<file path="config.mk">
export PLATFORM = sky130hd
export DESIGN_NAME = carfield_boot_sequencer
export DESIGN_NICKNAME = d
export VERILOG_FILES = /design/src/rtl/carfield_boot_sequencer.sv
export SDC_FILE = /design/constraint.sdc
export NUM_CORES = 1
export LEC_CHECK = 0
export BUFFER_PORTS_ARGS = -buffer_cell sky130_fd_sc_hd__buf_2
export CORE_MARGIN = 10
export CORE_UTILIZATION = 50
export DETAILED_ROUTE_END_ITERATION = 8
export PLACE_DENSITY = 0.76
export SLEW_MARGIN = 20
export SYNTH_ARGS = -nofsm -noshare
export SYNTH_HDL_FRONTEND = slang
export SYNTH_SLANG_ARGS = --single-unit
</file>
<file path="constraint.sdc">
create_clock -name clk -period 2.2 [get_ports clk]
set_clock_uncertainty 0.15 [all_clocks]
set_input_delay 0.22 -clock clk [delete_from_list [all_inputs] [get_ports clk]]
set_output_delay 0.22 -clock clk [all_outputs]
set_load 0.01 [all_outputs]
</file>
<file path="src/rtl/carfield_boot_sequencer.sv">
// Boot sequencer for the Carfield SoC fixture: selects a debug/preload path from the
// captured boot and preload modes, handshakes init and load with the SoC side, then
// polls the end-of-computation register and reports the program exit code.
module carfield_boot_sequencer #(
    parameter int unsigned JTAG_DELAY = 120000
) (
    input  logic        clk,
    input  logic        rst,
    input  logic [1:0]  boot_mode,
    input  logic [1:0]  preload_mode,
    input  logic        start,
    output logic        init_req,
    input  logic        init_ack,
    output logic        load_req,
    output logic [1:0]  load_chan,
    input  logic        load_ack,
    input  logic [31:0] eoc_reg,
    output logic        busy,
    output logic        finish,
    output logic        error,
    output logic [1:0]  err_code,
    output logic [31:0] exit_code
);

    // Counter runs 0 .. JTAG_DELAY-1; with JTAG_DELAY=0 the DELAY state is never entered.
    localparam int unsigned CntW = (JTAG_DELAY > 1) ? $clog2(JTAG_DELAY) : 1;
    localparam logic [CntW-1:0] LastCnt = CntW'(JTAG_DELAY - 1);

    typedef enum logic [2:0] {
        StIdle,
        StDelay,
        StInit,
        StLoad,
        StPoll,
        StDone,
        StErr
    } state_e;

    state_e          state_q, state_d;
    logic [CntW-1:0] cnt_q, cnt_d;
    logic [1:0]      boot_q, boot_d;
    logic [1:0]      load_chan_q, load_chan_d;
    logic            finish_q, finish_d;
    logic            error_q, error_d;
    logic [1:0]      err_code_q, err_code_d;
    logic [31:0]     exit_code_q, exit_code_d;
    logic            busy_q, init_req_q, load_req_q;

    // Next-state and next-value logic for the sequencer and its sticky status outputs.
    always_comb begin
        state_d     = state_q;
        cnt_d       = '0;
        boot_d      = boot_q;
        load_chan_d = load_chan_q;
        finish_d    = finish_q;
        error_d     = error_q;
        err_code_d  = err_code_q;
        exit_code_d = exit_code_q;

        unique case (state_q)
            StIdle: begin
                if (start) begin
                    boot_d      = boot_mode;
                    load_chan_d = 2'd0;
                    finish_d    = 1'b0;
                    error_d     = 1'b0;
                    err_code_d  = 2'd0;
                    exit_code_d = '0;
                    unique case (boot_mode)
                        2'd0: begin
                            unique case (preload_mode)
                                2'd0: state_d = (JTAG_DELAY == 0) ? StInit : StDelay;
                                2'd1, 2'd2: begin
                                    state_d     = StLoad;
                                    load_chan_d = preload_mode;
                                end
                                default: begin
                                    state_d    = StErr;
                                    finish_d   = 1'b1;
                                    error_d    = 1'b1;
                                    err_code_d = 2'd2;
                                end
                            endcase
                        end
                        2'd1: begin
                            state_d    = StErr;
                            finish_d   = 1'b1;
                            error_d    = 1'b1;
                            err_code_d = 2'd1;
                        end
                        default: state_d = StInit;
                    endcase
                end
            end
            StDelay: begin
                if (cnt_q == LastCnt) begin
                    state_d = StInit;
                end else begin
                    cnt_d = cnt_q + CntW'(1);
                end
            end
            StInit: begin
                // Only the JTAG preload path (boot mode 0) loads a binary after init.
                if (init_ack) begin
                    state_d = (boot_q == 2'd0) ? StLoad : StPoll;
                end
            end
            StLoad: begin
                if (load_ack) begin
                    state_d = StPoll;
                end
            end
            StPoll: begin
                if (eoc_reg[0]) begin
                    exit_code_d = {1'b0, eoc_reg[31:1]};
                    finish_d    = 1'b1;
                    state_d     = StDone;
                end
            end
            StDone:  state_d = StIdle;
            StErr:   state_d = StIdle;
            default: state_d = StIdle;
        endcase
    end

    // State, counter and output registers; request/busy flops track the next state so
    // they line up cycle-for-cycle with the registered state.
    always_ff @(posedge clk) begin
        if (rst) begin
            state_q     <= StIdle;
            cnt_q       <= '0;
            boot_q      <= 2'd0;
            load_chan_q <= 2'd0;
            finish_q    <= 1'b0;
            error_q     <= 1'b0;
            err_code_q  <= 2'd0;
            exit_code_q <= '0;
            busy_q      <= 1'b0;
            init_req_q  <= 1'b0;
            load_req_q  <= 1'b0;
        end else begin
            state_q     <= state_d;
            cnt_q       <= cnt_d;
            boot_q      <= boot_d;
            load_chan_q <= load_chan_d;
            finish_q    <= finish_d;
            error_q     <= error_d;
            err_code_q  <= err_code_d;
            exit_code_q <= exit_code_d;
            busy_q      <= (state_d != StIdle);
            init_req_q  <= (state_d == StInit);
            load_req_q  <= (state_d == StLoad);
        end
    end

    assign busy      = busy_q;
    assign init_req  = init_req_q;
    assign load_req  = load_req_q;
    assign load_chan = load_chan_q;
    assign finish    = finish_q;
    assign error     = error_q;
    assign err_code  = err_code_q;
    assign exit_code = exit_code_q;

endmodule

</file>
# Word level (Yosys, flattened, before mapping)
# Cells that the tools add are included.
# classes
n_reduce_logical,11
n_eq_ne,12
bitwise_logic,1
muxes,21
n_addsub,1
# op_table
op,count
$mux W32,2
$pmux W32 S2,1
$mux W3,6
$add A17 B1 Y17 const B,1
$eq A17 B17 Y1 const B,1
$pmux W3 S5,1
$eq A3 B2 Y1 const B,4
$pmux W3 S2,2
$logic_not A2 Y1,3
$mux W2,3
$reduce_or A3 Y1,2
$eq A2 B1 Y1 const B,2
$ne A2 B2 Y1 const B,2
$pmux W1 S2,2
$pmux W2 S2,1
$eq A3 B1 Y1 const B,1
$eq A3 B3 Y1 const B,1
$logic_not A3 Y1,1
$mux W1,3
$reduce_and A3 Y1,1
$reduce_bool A3 Y1,1
$eq A2 B2 Y1 const B,1
$reduce_and A2 Y1,1
$reduce_bool A2 Y1,1
2 further kinds,2
# totals
word_cells,57
regBits,63

# Depth between registers and ports, before layout
# logic_depth
ltp_word,7
ltp_mapped,6
ltp_nobuf,5

# Least setup slack after synthesis
# Ideal clock, no wire load.
# synth_timing
kind,flip-flop to flip-flop
start,register state_q[2]
end,"register busy_q, in the netlist busy"
synth_period_minus_slack_ps,1901
slack_ps,299
setup_time_ps,74
path_stages_with_launch,7
arrival_time_ps,1677
path_buffers,2
required_ps,1976
path_cell_list,dfxtp_1 -> buf_6 -> or4b_4 -> buf_6 -> or3_4 -> and2_4 -> a31oi_1
# synth_via
elab_chain_len,3
# synth_rtl
item,line_no,source
start: declaration,39,"state_e state_q, state_d;"
start signal: assignment,130,state_q <= StIdle;
start signal: assignment,142,state_q <= state_d;
"$eq A3 B3 Y1, or another cell as far along",60,unique case (state_q)
$pmux W3 S5 (*),60,
$reduce_bool A3 Y1 (*),150,busy_q <= (state_d != StIdle);
end signal: assignment,150,
end: declaration,47,"logic busy_q, init_req_q, load_req_q;"
# Every way passes the cells marked *; elsewhere a longest branch is shown, timed or not.
# A chain may end at the register's enable or synchronous reset.

# Worst setup path in the final report
# Same ends and word-level chain as after synthesis.

==> reports/metrics.csv <==
metric,value,unit
grt_start_max_net_pins,40,
synth.most_common_cell,dfxtp_1,
drc_errors,0,
p_leak,0.00140,uW
endpoint_kind,register,
wl_met1,3.01,mm
critical_path.startpoint,state_q[2]$_SDFF_PP0_,
synth_edf_count,0,
viasPerCell,5.31,
setup_viol_count_final,0,
drtIter0Drc,140,
ant_nets,0,
outcome,completed,
die_area,0.00842,mm2
wl_met3,483,um
routed_wl,7.42,mm
htreeDepth,3,
finalPower,2920,uW
synth_fp_nets,347,
cp_slowest_cell,or4b_4,
r2r-end,busy$_SDFF_PP0_,
ir_drop,0.000475,V
io_buffers,80,
syn_area,0.00257,mm2
timing.rr.start,state_q[2]$_SDFF_PP0_,
antenna_found_initial,0,
synth_ff_type,dfxtp_1,
crit_path_cell_trace,or4b_4 -> or3_4 -> and2_4 -> a31oi_1,
rsz0062_at_grt,no,
clk_pin_slew,0.07,ns
crit_fanout,9,
synthMuxAreaShare,0,%
synth_top_cell_by_area,dfxtp_1,
cp.required,2.32,ns
cts.sink_count,62,
rr_worst_depth,4,
dp_hpwl,4.82,mm
critPathKind,reg -> reg,
hold_viol,0,
grt_pass1_wl,12.5,mm
hold_class,in -> reg,
synth_top_area_share,48.2,%
grt_usage,17.9,%
yosys.area_share.simple,29.2,%
synth-async-reset-ratio,0,%
yosys_warnings,0,
clock_path_buffers,2,
worst_slew_pin_slew,0.577,ns
nNetsFinal,457,
synthTopCellsByArea,"dfxtp_1 (48%), a21oi_1 (8.4%), nand3_1 (7.4%)",
grt-ovfl-total,0,
numCtsBuffers,9,
finalMaxSlewViolations,0,
area_delta_synth_final,38.6,%
endpoint,busy$_SDFF_PP0_,
rows,26,
syn_area_per_cell,8.44,um2
met2_length,3.73,mm
max_freq,0.525,GHz
r2r_slack,0.30,ns
worstHoldPathCells,3,
layout-drive-gt1-share,26.7,%
io_pins,82,
critPathMaxStageDelay,0.63,ns
globalplace.congestion,0.881,
clk_latency,0.34,ns
diodes,0,
synthTopCellsByCount,"dfxtp_1 (62), nand2_1 (46), a21oi_1 (43)",
ys_seq_area_share,48.2,%
synth_cell_type_count,48,
ctsResizeCount,0,
tns,0,ns
finalCriticalPeriod,1.90,ns
clock_tree.root_cell,clkbuf_8,
synth_fa_ha_area_share,0.486,%
top_layer,met4,
synth_compound_area_share,13.2,%
syn_inst,305,
cap_violations,0,
vias,2597,
postSynthRegisterBits,62,
finalCritPeriodShare,86.5,%
max_slew_margin,61.4,%
post_drt_wl_per_cell,15.2,um
die_y,91.8,um
start_util,51.1,%
arrival,2.02,ns
cts_tree,yes,
core,0.00504,mm2
synthXorXnorAreaFrac,4.08,%
die_width,91.8,um
p_per_area,818,mW/mm2
grt_pass1_vias,2603,
synth_top_family_by_area,simple AND/OR/NAND/NOR gates,
drt-pass1-iter-count,4,
start_kind,register,
[worst min path at each step]
stage,from,to,slack [ns]
3_5_place_dp,exit_code[1]$_SDFFE_PP0P_,exit_code[1]$_SDFFE_PP0P_,0.29
3_3_place_gp,exit_code[4]$_SDFFE_PP0P_,exit_code[4]$_SDFFE_PP0P_,0.28
5_1_grt,boot_mode[0],boot_q[0]$_SDFFE_PP0P_,0.03
6_report,boot_mode[0],boot_q[0]$_SDFFE_PP0P_,0.03
4_1_cts,boot_mode[1],boot_q[1]$_SDFFE_PP0P_,0.02
2_1_floorplan,boot_mode[0],boot_q[0]$_SDFFE_PP0P_,0.21
[cells by family after synthesis]
| group | after synthesis |
|---|---|
| and+or+nand+nor | 144 |
| AOI/OAI and AO/OA | 61 |
| DFF | 62 |
| adders and majority gates | 1 |
| buffers and inverters | 24 |
| xor gates and xnor gates | 12 |
| other | 1 |
[routing by layer]
metal  up-vias  track usage, %
met1      1216            20.3
met3        17            5.38
met4         0            9.38
li1       1290               -
met5         -               0
met2        74            29.9
[through the flow]
step	area (um2)	std cells	hold slack (ns)	utilization, %	worst slack [ns]
final	3570	489	0.0328	70.8	0.297
after global routing	3570	489	0.0316	70.8	0.120
after CTS	3570	489	0.0217	70.8	0.294
after detailed placement	3040	443	0.290	60.2	0.305
after global placement	3040	443	0.285	60.2	0.335
after floorplan	2570	305	0.206	-	0.299
[registers in the layout, summed over array words and instances, names as in the netlist, 2 cells and up]
signal	cells
cnt_q	17
exit_code	31
load_chan	2
state_q	3
boot_q	2
err_code	2
[cell type report]
type | instances | area (um2)
Sequential cell | 62 | 1240
Inverter | 4 | 15.0
Clock buffer | 11 | 151
Timing Repair Buffer | 119 | 783
Clock inverter | 4 | 70.1
Fill cell | 382 | 1470
Multi-Input combinational cell | 219 | 1220
Tap cell | 70 | 87.6
[cell usage in the layout (no fill, tap or decap), types with 2 or more instances in the layout]
| cell | count |
|---|---|
| inv_1 | 4 |
| a21oi_1 | 42 |
| nand3_1 | 38 |
| dfxtp_1 | 62 |
| nor4_1 | 4 |
| clkinv_2 | 2 |
| or3_1 | 2 |
| nand2_1 | 46 |
| nand3b_1 | 2 |
| o21ai_0 | 6 |
| a31oi_1 | 3 |
| nor3_1 | 3 |
| nor2_1 | 22 |
| clkbuf_8 | 11 |
| bufinv_16 | 2 |
| xor2_1 | 4 |
| nor3b_1 | 3 |
| buf_2 | 80 |
| nand4bb_1 | 2 |
| nand4_1 | 4 |
| xnor2_1 | 8 |
| dlygate4sd3_1 | 31 |
| buf_4 | 7 |
| or4_1 | 3 |
[power by group]
| part | internal [uW] | total (uW) | switching (uW) |
|---|---|---|---|
| combinational | 236 | 565 | 329 |
| sequential | 1180 | 1230 | 52.9 |
| clock | 689 | 1120 | 429 |
[what timing repair did]
| action | 4_1_cts | 5_1_grt |
|---|---|---|
| hold buffers | 31 | 0 |
| buffers inserted | 0 | 0 |
| endpoints found under the hold margin | 31 | 0 |
[critical path, delay by kind of cell, from the launching register on]
kind	cells	cell delay, ns
AOI/OAI and AO/OA	1	0.11
DFF	1	0.40
and+or+nand+nor	3	1.18
No activity file was read; power rests on OpenSTA's default activity.
